--- config.mk ---
export PLATFORM = sky130hd
export DESIGN_NAME = rf_wb_arbiter
export DESIGN_NICKNAME = d
export VERILOG_FILES = /design/src/rtl/rf_pkg.sv /design/src/rtl/sync_fifo.sv /design/src/rtl/rf_wb_arbiter.sv
export SDC_FILE = /design/constraint.sdc
export NUM_CORES = 1
export LEC_CHECK = 0
export BUFFER_PORTS_ARGS = -buffer_cell sky130_fd_sc_hd__buf_4
export CAP_MARGIN = 10
export CORE_AREA = 2 2 131 146
export CTS_CLUSTER_DIAMETER = 30
export DETAILED_ROUTE_END_ITERATION = 6
export DIE_AREA = 0 0 133 148
export PLACE_DENSITY_LB_ADDON = 0.2
export SETUP_SLACK_MARGIN = 0.5
export SLEW_MARGIN = 0
export SYNTH_ARGS = -nofsm -noshare
export SYNTH_HDL_FRONTEND = slang
export SYNTH_SLANG_ARGS = --single-unit
--- constraint.sdc ---
create_clock -name clk -period 4.1 [get_ports clk]
set_clock_uncertainty 0.2 [all_clocks]
set_input_delay 0 -clock clk [delete_from_list [all_inputs] [get_ports clk]]
set_output_delay 0 -clock clk [all_outputs]
set_load 0.02 [all_outputs]
--- src/rtl/rf_pkg.sv ---
// ---------------------------------------------------------------------------
// rf_pkg
// Shared definitions for the register-file write-port arbiter and the
// buffer that sits in front of it.
//   REG_W  : register address width
//   XLEN   : data width
//   NREGS  : number of architectural registers (x0 is hard-wired zero)
//   wb_entry_t : one buffered multi-cycle result {rd, data}
// ---------------------------------------------------------------------------
package rf_pkg;

  localparam int REG_W = 5;
  localparam int XLEN  = 32;
  localparam int NREGS = 32;

  typedef struct packed {
    logic [REG_W-1:0] rd;
    logic [XLEN-1:0]  data;
  } wb_entry_t;

  // True when the destination is a real register (x0 writes are dropped).
  function automatic logic is_real_rd(input logic [REG_W-1:0] rd);
    return rd != '0;
  endfunction

endpackage

--- src/rtl/sync_fifo.sv ---
// ---------------------------------------------------------------------------
// sync_fifo
// Single-clock FIFO of wb_entry_t with a registered occupancy count.
//   clk, reset : rising-edge clock, synchronous active-high reset
//   push       : write push_data at the edge (ignored when full)
//   push_data  : entry to write
//   pop        : drop the head entry at the edge (ignored when empty)
//   head       : current oldest entry (valid when !empty)
//   full/empty : registered occupancy flags
//
// DEPTH must be a power of two so the pointers wrap by natural overflow.
// Push and pop in the same cycle leave the count unchanged.
// ---------------------------------------------------------------------------
module sync_fifo
  import rf_pkg::*;
#(
  parameter int DEPTH = 4
) (
  input  logic      clk,
  input  logic      reset,
  input  logic      push,
  input  wb_entry_t push_data,
  input  logic      pop,
  output wb_entry_t head,
  output logic      full,
  output logic      empty
);

  localparam int AW = (DEPTH > 1) ? $clog2(DEPTH) : 1;

  wb_entry_t     mem [DEPTH];
  logic [AW-1:0] wr_ptr;
  logic [AW-1:0] rd_ptr;
  logic [AW:0]   count;

  logic do_push;
  logic do_pop;

  assign full    = (count == (AW+1)'(DEPTH));
  assign empty   = (count == '0);
  assign do_push = push && !full;
  assign do_pop  = pop && !empty;
  assign head    = mem[rd_ptr];

  // Storage carries no reset: entries are only observed through the count.
  always_ff @(posedge clk) begin
    if (do_push) begin
      mem[wr_ptr] <= push_data;
    end
  end

  always_ff @(posedge clk) begin
    if (reset) begin
      wr_ptr <= '0;
      rd_ptr <= '0;
      count  <= '0;
    end else begin
      if (do_push) begin
        wr_ptr <= wr_ptr + AW'(1);
      end
      if (do_pop) begin
        rd_ptr <= rd_ptr + AW'(1);
      end
      case ({do_push, do_pop})
        2'b10:   count <= count + (AW+1)'(1);
        2'b01:   count <= count - (AW+1)'(1);
        default: count <= count;
      endcase
    end
  end

endmodule

--- src/rtl/rf_wb_arbiter.sv ---
// ---------------------------------------------------------------------------
// rf_wb_arbiter
// Shares the register file's single write port between the in-order
// writeback stage (fixed priority, never stalled here) and a multi-cycle
// result source whose results are buffered and drained into idle cycles.
//
// Ports
//   clk, reset          : rising-edge clock, synchronous active-high reset
//   wb_we/wb_rd/wb_data : primary writeback
//   mc_valid/mc_rd/mc_data, mc_ready : multi-cycle result handshake
//   issue_valid/issue_rd: multi-cycle op issued, marks its rd pending
//   we3/a3/wd3          : register-file write port
//   pending             : per-register outstanding multi-cycle write
//   stall_req           : ask the pipeline to bubble writeback next cycle
//
// Handshake: a result transfers at the edge when mc_valid && mc_ready.
// mc_ready depends on registered occupancy only, so it never relies on a
// same-cycle pop; the producer may hold mc_valid with stable payload until
// it sees mc_ready. Results addressed to x0 are accepted and discarded.
// ---------------------------------------------------------------------------
module rf_wb_arbiter
  import rf_pkg::*;
#(
  parameter int DEPTH      = 4,
  parameter int STARVE_MAX = 3
) (
  input  logic             clk,
  input  logic             reset,
  input  logic             wb_we,
  input  logic [REG_W-1:0] wb_rd,
  input  logic [XLEN-1:0]  wb_data,
  input  logic             mc_valid,
  input  logic [REG_W-1:0] mc_rd,
  input  logic [XLEN-1:0]  mc_data,
  output logic             mc_ready,
  input  logic             issue_valid,
  input  logic [REG_W-1:0] issue_rd,
  output logic             we3,
  output logic [REG_W-1:0] a3,
  output logic [XLEN-1:0]  wd3,
  output logic [NREGS-1:0] pending,
  output logic             stall_req
);

  localparam int CW = $clog2(STARVE_MAX + 1);

  wb_entry_t head;
  wb_entry_t push_entry;
  logic      fifo_full;
  logic      fifo_empty;
  logic      prim;
  logic      push;
  logic      pop;

  logic [CW-1:0]    starve_cnt;
  logic [NREGS-1:0] pending_next;

  // -------------------------------------------------------------------------
  // Result buffer
  // -------------------------------------------------------------------------
  assign mc_ready        = !fifo_full;
  assign push            = mc_valid && mc_ready && is_real_rd(mc_rd);
  assign push_entry.rd   = mc_rd;
  assign push_entry.data = mc_data;

  sync_fifo #(
    .DEPTH (DEPTH)
  ) u_fifo (
    .clk       (clk),
    .reset     (reset),
    .push      (push),
    .push_data (push_entry),
    .pop       (pop),
    .head      (head),
    .full      (fifo_full),
    .empty     (fifo_empty)
  );

  // -------------------------------------------------------------------------
  // Port selection: primary first, then the buffer head, else idle.
  // Kept combinational so the regfile's write-first bypass still sees the
  // primary write in its own cycle.
  // -------------------------------------------------------------------------
  assign prim = wb_we && is_real_rd(wb_rd);
  assign pop  = !reset && !prim && !fifo_empty;

  always_comb begin
    we3 = 1'b0;
    a3  = '0;
    wd3 = '0;
    if (!reset) begin
      if (prim) begin
        we3 = 1'b1;
        a3  = wb_rd;
        wd3 = wb_data;
      end else if (!fifo_empty) begin
        we3 = 1'b1;
        a3  = head.rd;
        wd3 = head.data;
      end
    end
  end

  // -------------------------------------------------------------------------
  // Pending scoreboard. The buffer pop is the only clearer; an issue to the
  // same register in the same cycle is a newer write and must stay visible.
  // -------------------------------------------------------------------------
  always_comb begin
    pending_next = pending;
    if (pop) begin
      pending_next[head.rd] = 1'b0;
    end
    if (issue_valid && is_real_rd(issue_rd)) begin
      pending_next[issue_rd] = 1'b1;
    end
    pending_next[0] = 1'b0;
  end

  always_ff @(posedge clk) begin
    if (reset) begin
      pending <= '0;
    end else begin
      pending <= pending_next;
    end
  end

  // -------------------------------------------------------------------------
  // Starvation: count cycles the head is blocked by primary traffic.
  // stall_req rises the cycle after the count has sat at STARVE_MAX and is
  // held until the head finally drains.
  // -------------------------------------------------------------------------
  always_ff @(posedge clk) begin
    if (reset) begin
      starve_cnt <= '0;
      stall_req  <= 1'b0;
    end else begin
      if (fifo_empty || pop) begin
        starve_cnt <= '0;
      end else if (prim && (starve_cnt != CW'(STARVE_MAX))) begin
        starve_cnt <= starve_cnt + CW'(1);
      end

      if (fifo_empty || pop) begin
        stall_req <= 1'b0;
      end else if (starve_cnt == CW'(STARVE_MAX)) begin
        stall_req <= 1'b1;
      end
    end
  end

endmodule

# [Word level (Yosys, flattened, before mapping)]
# Memory sizes are Yosys's and may differ from the RTL's. A register that Yosys moved wholly into a read port is not among the register bits.
# Cells that the tools add are included.
[word_totals] mem_bits_rw=148 mem_count=1 out_inout_bits=72 reg_bits=42
[classes] order_cmp=4 muxes=20 n_bitwise=3 reduce_logical=22 n_eq_ne=5 addsub=5
[memory_table] memory="u_fifo.mem" depth=4 width=37 read_ports=1 rd_clocked_by_memory_dff=1 wr=1 line="sync_fifo.sv:31" source="wb_entry_t mem [DEPTH];"
[ops] cell="$mux 32" count=5
[ops] cell="$and 32x32->32" count=1
[ops] cell="$not 32->32" count=1
[ops] cell="$or 32x32->32" count=1
[ops] cell="$mux 5" count=3
[ops] cell="$reduce_bool 5->1" count=3
[ops] cell="$lt 5x6->1 const B" count=2
[ops] cell="$logic_and 1x1->1" count=11
[ops] cell="$demux 1 s5" count=2
[ops] cell="$ge 5x1->1 const B" count=2
[ops] cell="$mux 1" count=7
[ops] cell="$add 2x1->2 const B" count=3
[ops] cell="$pmux 3 s2" count=1
[ops] cell="$eq 2x2->1 const B" count=2
[ops] cell="$logic_not 1->1" count=4
[ops] cell="$mux 2" count=2
[ops] cell="$add 3x1->3 const B" count=1
[ops] cell="$eq 3x3->1 const B" count=1
[ops] cell="$logic_not 3->1" count=1
[ops] cell="$sub 3x1->3 const B" count=1
[ops] cell="$eq 2x1->1 const B" count=1
[ops] cell="$ne 2x2->1 const B" count=1
[ops] cell="$reduce_bool 2->1" count=1
[ops] cell="$reduce_or 2->1" count=1
[ops] cell="$logic_or 1x1->1" count=1

# [Logic depth before layout (Yosys ltp)]
# Gate-level depths: netlist (run 1).
[depth] word_depth=9 mapped_depth=12

# [Hierarchy]
# Synthesis (run 1) repeated with hierarchy kept, for this count alone.
[hier_totals] cells_unflattened=583 area_unflattened_um2=8396.8
[by_module_without_submodules] mod="sync_fifo" n_inst=1 cells_each=247 area_each_um2=5866.9 seq_area_each_um2=4624.4
[by_module_without_submodules] mod="rf_wb_arbiter" n_inst=1 cells_each=336 area_each_um2=2529.9 seq_area_each_um2=680.7

# [Worst setup path after synthesis (run 1)]
# OpenSTA, ideal clock, no wires.
[synth_timing] path_type="register to register" from="register u_fifo.count[0]" to="register u_fifo.count[2]" synth_period_minus_slack_ps=2694 slack_ps=1406 required_time_ps=3830 path_stages_with_launch=13 arrival_time_ps=2424 cell_sequence="dfxtp_1 -> or3_1 -> clkbuf_1 -> nand2b_1 -> buf_2 -> buf_2 -> nor2_2 -> ha_1 -> inv_1 -> fa_1 -> xor2_1 -> or3_1 -> a21oi_1"
[synth_via] word_cells_on_any_way=15
[synth_lines] item="start: declaration" line="sync_fifo.sv:34" source="logic [AW:0] count;"
[synth_lines] item="start signal: assignment" line="sync_fifo.sv:65" source="2'b10: count <= count + (AW+1)'(1);"
[synth_lines] item="start signal: assignment" line="sync_fifo.sv:66" source="2'b01: count <= count - (AW+1)'(1);"
[synth_lines] item="start signal: assignment" line="sync_fifo.sv:67" source="default: count <= count;"
[synth_lines] item="$logic_not 3->1 (*)" line="sync_fifo.sv:40" source="assign empty = (count == '0);"
[synth_lines] item="$logic_not 1->1 (*)" line="sync_fifo.sv:42, rf_wb_arbiter.sv:85"
[synth_lines] item="$logic_and 1x1->1" line="rf_wb_arbiter.sv:85" source="assign pop = !reset && !prim && !fifo_empty;"
[synth_lines] item="$logic_and 1x1->1 (*)" line="sync_fifo.sv:42" source="assign do_pop = pop && !empty;"
[synth_lines] item="named net u_fifo.do_pop" line="sync_fifo.sv:37" source="logic do_pop;"
[synth_lines] item="$eq 2x1->1 / $eq 2x2->1 (equally long branches)" line="sync_fifo.sv:64" source="case ({do_push, do_pop})"
[synth_lines] item="$pmux 3 s2 / $reduce_bool 2->1 (equally long branches)"
# The timed path passes the listed nets; every way through them passes the cells marked *.
# A chain may end at the register's enable or synchronous reset.

==> results.sh, run 1 <==
export IMPL_synth_area_top_cells="edfxtp_1, dfxtp_1, mux4_2"
export IMPL_synth_cell_type_count=54
export IMPL_max_slew_margin=0.282
export IMPL_start_util=0.442
export IMPL_synth_area_mm2=0.00803
export IMPL_r2r_setup_slack_ps=1000
export IMPL_clk_pin_slew_ps=70
export IMPL_nets=831
export IMPL_grt_usage=0.194
export IMPL_clock_fmax_ghz=0.322
export IMPL_synthFlopType="edfxtp_1"
export IMPL_port_buffers=154
export IMPL_cts_max_level=4
export IMPL_die_y_um=148
export IMPL_clkLatencyLatePin_ps=430
export IMPL_grt_pass1_wl_um=29200
export IMPL_syn2layout_area_growth_pct=30.7
export IMPL_max_stage_delay_ps=600
export IMPL_seq_area_frac_synth=0.661
export IMPL_drt_wl_total_um=18900
export IMPL_hold_viol=0
export IMPL_cts_setup_buffers=0
export IMPL_min_path_cells=4
export IMPL_grt_max_degree=73
export IMPL_ys_async_sr_fraction=0
export IMPL_avgSynthCellArea_um2=14.6
export IMPL_cpMaxStageDelayCell="dfxtp_2"
export IMPL_switching_share=0.269
export IMPL_power_density_mw_per_mm2=454
export IMPL_min_from="wb_rd[0]"
export IMPL_viasPerCell=5.48
export IMPL_worst_slew_pin_slew_ps=1080
export IMPL_crit_arrival_ps=3210
export IMPL_clock_sinks=191
export IMPL_rsz0062_at_grt="false"
export IMPL_ir_worst_vdd_uv=308
export IMPL_layout_commonest_cell="buf_4"
export IMPL_synth_top_area_frac=0.554
export IMPL_synth_xor_area_frac=0.00436
export IMPL_ys_ff_latch=191
export IMPL_dp_hpwl_um=11900
export IMPL_start_kind="flop"
export IMPL_synthSimpleGateAreaFrac=0.0888
export IMPL_post_route_period_util=0.756
export IMPL_cp_endpoint="pending[4]"
export IMPL_fin_ws_ps=999
export IMPL_power_frac_comb=0.186
export IMPL_ys_warn_count=0
export IMPL_power_frac_clock=0.341
export IMPL_dieArea_mm2=0.0197
export IMPL_r2r_end="pending[4]"
export IMPL_endpoint_kind="flop"
export IMPL_synth_top_family_by_area="multiplexers"
export IMPL_die_w_um=133
export IMPL_drc=0
export IMPL_place_ws_ps=1150
export IMPL_synth_mux_area_frac=0.105
export IMPL_root_buffer="clkbuf_16"
export IMPL_antenna_found_initial=1
export IMPL_mappedNetlistNets=639
export IMPL_cts_tree="done"
export IMPL_crit_fanout=23
export IMPL_drt_iter0_markers=359
export IMPL_hold_class="input pin to flop"
export IMPL_tns_ps=0
export IMPL_ff2ff_path_depth=6
export IMPL_power_switching_w=0.00128
export IMPL_firstDrtPassIters=5
export IMPL_period_needed_ps=3100
export IMPL_cts_buffers=17
export IMPL_finalWeightedCongestion=0.795
export IMPL_synth_area_leader_cell="edfxtp_1"
export IMPL_max_cap_violations=0
export IMPL_drive_gt1_frac=0.329
export IMPL_antenna_left=0
export IMPL_wire_per_inst_um=18.9
export IMPL_maxSlewViolCount=0
export IMPL_p_leak_nw=3.69
export IMPL_worstPathRequired_ps=4210
export IMPL_cts_resized=0
export IMPL_internal_power_w=0.00349
export IMPL_crit_chain="buf_4, mux4_2, or3b_1, o41ai_2, a21oi_1, dlygate4sd3_1"
export IMPL_synthCells=548
export IMPL_synth_fa_ha_area_frac=0.0118
export IMPL_synth_compound_area_frac=0.102
export IMPL_clock_path_buffers=2
export IMPL_num_io_pins=156
export IMPL_synth_edf_count=148
export IMPL_status="finished, final reports clean"
export IMPL_grt_pass1_vias=5570
export IMPL_core_rowCount=52
export IMPL_grt_overflow=0
export IMPL_crit_type="flop to flop"
export IMPL_final_fill_count=1439
export IMPL_coreArea_mm2=0.0182
export IMPL_final_setup_viol_count=0
export IMPL_final_cell_mix="buf_4, edfxtp_1, a21oi_1"
export IMPL_vias=5466
export IMPL_p_seq_frac=0.473
[per-layer routing]
layer,track usage,up-vias,routed length (um)
li1,-,2535,-
met3,0.0381,25,943
met1,0.240,2707,7920
met4,0.0796,0,293
met2,0.337,199,9740
met5,0,-,0
[cells in the mapped netlist (2+ instances only)]
| library cell | count |
|---|---|
| a21oi_1 | 66 |
| buf_2 | 6 |
| inv_1 | 8 |
| dfxtp_1 | 43 |
| xor2_1 | 3 |
| or3_1 | 5 |
| a32oi_1 | 3 |
| ha_1 | 6 |
| buf_4 | 2 |
| clkbuf_2 | 2 |
| and2_0 | 2 |
| nor4b_4 | 2 |
| clkbuf_1 | 28 |
| buf_6 | 2 |
| a311oi_1 | 22 |
| o41ai_1 | 2 |
| nand2_1 | 32 |
| o21ai_0 | 3 |
| nor3_1 | 7 |
| edfxtp_1 | 148 |
| nor3_2 | 2 |
| nor2_1 | 30 |
| nor2b_1 | 5 |
| nand3_1 | 27 |
| a211oi_1 | 11 |
| nand2b_1 | 4 |
| a21boi_0 | 4 |
| mux4_2 | 37 |
| nor3b_1 | 2 |
| and2_1 | 4 |
| a22o_1 | 7 |
[layout make-up]
class                           count  area, um2  share of cell area
Antenna cell                        1       2.50            0.000238
Clock buffer                       20        467              0.0445
Clock inverter                     12        120              0.0114
Sequential cell                   191       5310               0.506
Multi-Input combinational cell    308       2520               0.240
Timing Repair Buffer              214       1740               0.166
Tap cell                          243        304              0.0290
Inverter                            8       30.0             0.00286
[per-stage QoR]
step | hold WS [ps] | area, um2 | std cells | util | power (W)
2_1_floorplan | -101 | 8030 | 548 | - | 0.00284
6_report | 57.3 | 10500 | 997 | 0.578 | 0.00477
4_1_cts | 59.1 | 10500 | 996 | 0.578 | 0.00481
3_3_place_gp | -0.707 | 9360 | 910 | 0.516 | 0.00313
3_5_place_dp | 1.43 | 9360 | 910 | 0.516 | 0.00316
5_1_grt | 103 | 10500 | 997 | 0.578 | 0.00497
[worst max-delay path, delay by kind of cell, from the launching register on]
family | cells | cell delay, ps
AND/OR/NAND/NOR | 1 | 400
buffers and inverters | 2 | 1010
AO/OA/AOI/OAI | 2 | 300
multiplexers | 1 | 460
flip-flops | 1 | 600
[flip-flops by register name, summed over array words and instances (netlist names), named ones only]
register / cells
starve_cnt: 2
u_fifo.mem: 148
u_fifo.rd_ptr: 2
pending: 31
u_fifo.wr_ptr: 2
u_fifo.count: 3
stall_req: 1
[power by group through the flow]
stage	sequential [W]	clock, W	combinational, W
after floorplan	0.00228	0	0.000558
after global placement	0.00229	0	0.000836
after detailed placement	0.00230	0	0.000853
after CTS	0.00226	0.00165	0.000893
after global routing	0.00227	0.00174	0.000959
final	0.00226	0.00162	0.000886
[worst min-delay path by stage]
stage | endpoint | slack [ps]
3_5_place_dp | u_fifo.mem[2][31] | 1
3_3_place_gp | u_fifo.mem[3][23] | -0.7
6_report | stall_req | 60
4_1_cts | stall_req | 60
2_1_floorplan | u_fifo.mem[0][0] | -100
5_1_grt | u_fifo.mem[2][26] | 100
[kinds of logic (layout without fill, tap and decap cells)]
kind of cell,count (synthesis),after routing
mux,38,38
other cells,1,2
simple gates,134,134
flops,191,191
buf+inv,49,254
fa+ha+maj,7,7
xor+xnor,4,4
compound gates,124,124
[repair_timing]
| action | CTS | global route |
|---|---|---|
| endpoints found under the hold margin | 185 | 0 |
| endpoints found under the setup margin | 0 | 0 |
| hold buffers | 54 | 0 |
No activity file was read; power rests on OpenSTA's default activity.
==> run 2: changes to the inputs <==
==> constraint.sdc (replaced) <==
create_clock -name clk -period 2.75 [get_ports clk]
set_clock_uncertainty 0.2 [all_clocks]
set_input_delay 0 -clock clk [delete_from_list [all_inputs] [get_ports clk]]
set_output_delay 0 -clock clk [all_outputs]
set_load 0.02 [all_outputs]
==> results.sh, run 2 (synthesis results as in run 1) <==
export IMPL_status="finished, final reports clean"
export IMPL_timing_rr_start="u_fifo.count[1]"
export IMPL_dieArea_mm2=0.0197
export IMPL_p_leak_nw=3.89
export IMPL_largest_register_ffs=148
export IMPL_antenna_left=0
export IMPL_vias=5617
export IMPL_viasPerCell=5.46
export IMPL_drt_iter0_markers=317
export IMPL_clock_path_buffers=2
export IMPL_clk_pin_slew_ps=70
export IMPL_die_y_um=148
export IMPL_final_cell_mix="buf_4, edfxtp_1, a21oi_1"
export IMPL_r2r_setup_slack_ps=410
export IMPL_max_cap_violations=0
export IMPL_ir_worst_vdd_uv=425
export IMPL_hold_viol=0
export IMPL_power_density_mw_per_mm2=668
export IMPL_crit_arrival_ps=2490
export IMPL_fin_util=0.603
export IMPL_final_fill_count=1409
export IMPL_cts_buffers=17
export IMPL_syn2layout_area_growth_pct=36.3
export IMPL_r2r_end="u_fifo.count[2]"
export IMPL_hold_class="input pin to flop"
export IMPL_wire_per_inst_um=19.5
export IMPL_dp_hpwl_um=12900
export IMPL_fin_ws_ps=411
export IMPL_clock_sinks=191
export IMPL_crit_fanout=4
export IMPL_worstPathRequired_ps=2900
export IMPL_maxSlewViolCount=0
export IMPL_min_path_cells=6
export IMPL_root_buffer="clkbuf_16"
export IMPL_coreArea_mm2=0.0182
export IMPL_start_util=0.442
export IMPL_layout_commonest_cell="buf_4"
export IMPL_period_needed_ps=2340
export IMPL_finalWeightedCongestion=0.867
export IMPL_placed_area_mm2=0.00948
export IMPL_grt_usage=0.205
export IMPL_grt_overflow=0
export IMPL_tns_ps=0
export IMPL_drive_gt1_frac=0.382
export IMPL_max_slew_margin=0.304
export IMPL_core_rowCount=52
export IMPL_antenna_cells=0
export IMPL_start_kind="flop"
export IMPL_worstHoldEndpoint="u_fifo.wr_ptr[1]"
export IMPL_final_setup_viol_count=0
export IMPL_drc=0
export IMPL_drt_wl_total_um=20000
export IMPL_stdcell_area_mm2=0.0109
export IMPL_rsz0062_at_grt="true"
export IMPL_grt_pass1_vias=5815
export IMPL_port_buffers=154
export IMPL_crit_type="flop to flop"
export IMPL_num_io_pins=156
export IMPL_top_register="u_fifo.mem"
export IMPL_reg_largest_list="u_fifo.mem (148), pending (31), u_fifo.count (3)"
export IMPL_cts_max_level=4
export IMPL_firstDrtPassIters=5
export IMPL_place_ws_ps=291
export IMPL_ff2ff_path_depth=9
export IMPL_grt_pass1_wl_um=30800
export IMPL_cts_tree="done"
export IMPL_min_from="mc_rd[0]"
export IMPL_clock_fmax_ghz=0.428
export IMPL_antenna_found_initial=0
export IMPL_endpoint_kind="flop"
export IMPL_grt_max_degree=49
export IMPL_die_w_um=133
export IMPL_worst_slew_pin_slew_ps=1040
export IMPL_clkLatencyLatePin_ps=430
export IMPL_post_route_period_util=0.850
export IMPL_nets=863
## run 2: worst max path at each step
| stage | startpoint | end | slack (ps) |
|---|---|---|---|
| 4_1_cts | u_fifo.count[0] | u_fifo.count[2] | 460 |
| 5_1_grt | u_fifo.count[1] | u_fifo.count[2] | 370 |
| 6_report | u_fifo.count[1] | u_fifo.count[2] | 410 |
| 2_1_floorplan | u_fifo.count[0] | u_fifo.count[2] | 350 |
| 3_5_place_dp | u_fifo.count[2] | u_fifo.count[2] | 290 |
| 3_3_place_gp | mc_rd[0] | u_fifo.count[2] | 340 |
## run 2: through the flow
stage	power, W	hold slack (ps)	std cells
6_report	0.00731	103	1028
3_3_place_gp	0.00471	-0.536	922
4_1_cts	0.00724	64.5	1016
3_5_place_dp	0.00474	2.73	922
2_1_floorplan	0.00426	-101	548
5_1_grt	0.00760	96.5	1028
## run 2: worst max-delay path, stage by stage (launching register included)
cell and delay (ps):
dfxtp_2 330, or3b_4 400, o211a_4 170, inv_4 70, ha_4 130, inv_2 30, fa_2 320, xor2_1 150
or3_1 310, a21oi_1 150
## run 2: metal layers
metal,GRT usage,routed length [um]
met1,0.247,8000
met2,0.367,10700
met3,0.0449,1050
met4,0.0651,268
met5,0,0
## run 2: power breakdown
group	switching (W)	internal [W]
sequential	0.0000609	0.00330
combinational	0.000842	0.000716
clock	0.00111	0.00128
total	0.00201	0.00530
## run 2: area by class of cell
class                           instances  area, um2  area share
Tap cell                              243        304      0.0278
Clock buffer                           18        429      0.0392
Multi-Input combinational cell        308       2610       0.239
Clock inverter                         14        148      0.0135
Sequential cell                       191       5320       0.486
Inverter                                8       32.5     0.00297
Timing Repair Buffer                  246       2100       0.192
## run 2: repair_timing
| action | in CTS | in global routing |
|---|---|---|
| hold endpoints to repair | 183 | 0 |
| hold buffers | 51 | 0 |
| buffers inserted | 11 | 10 |
| cloned | 0 | 2 |
| gates resized for setup | 16 | 14 |
| setup endpoints to repair | 129 | 87 |
| pin swaps | 2 | 7 |
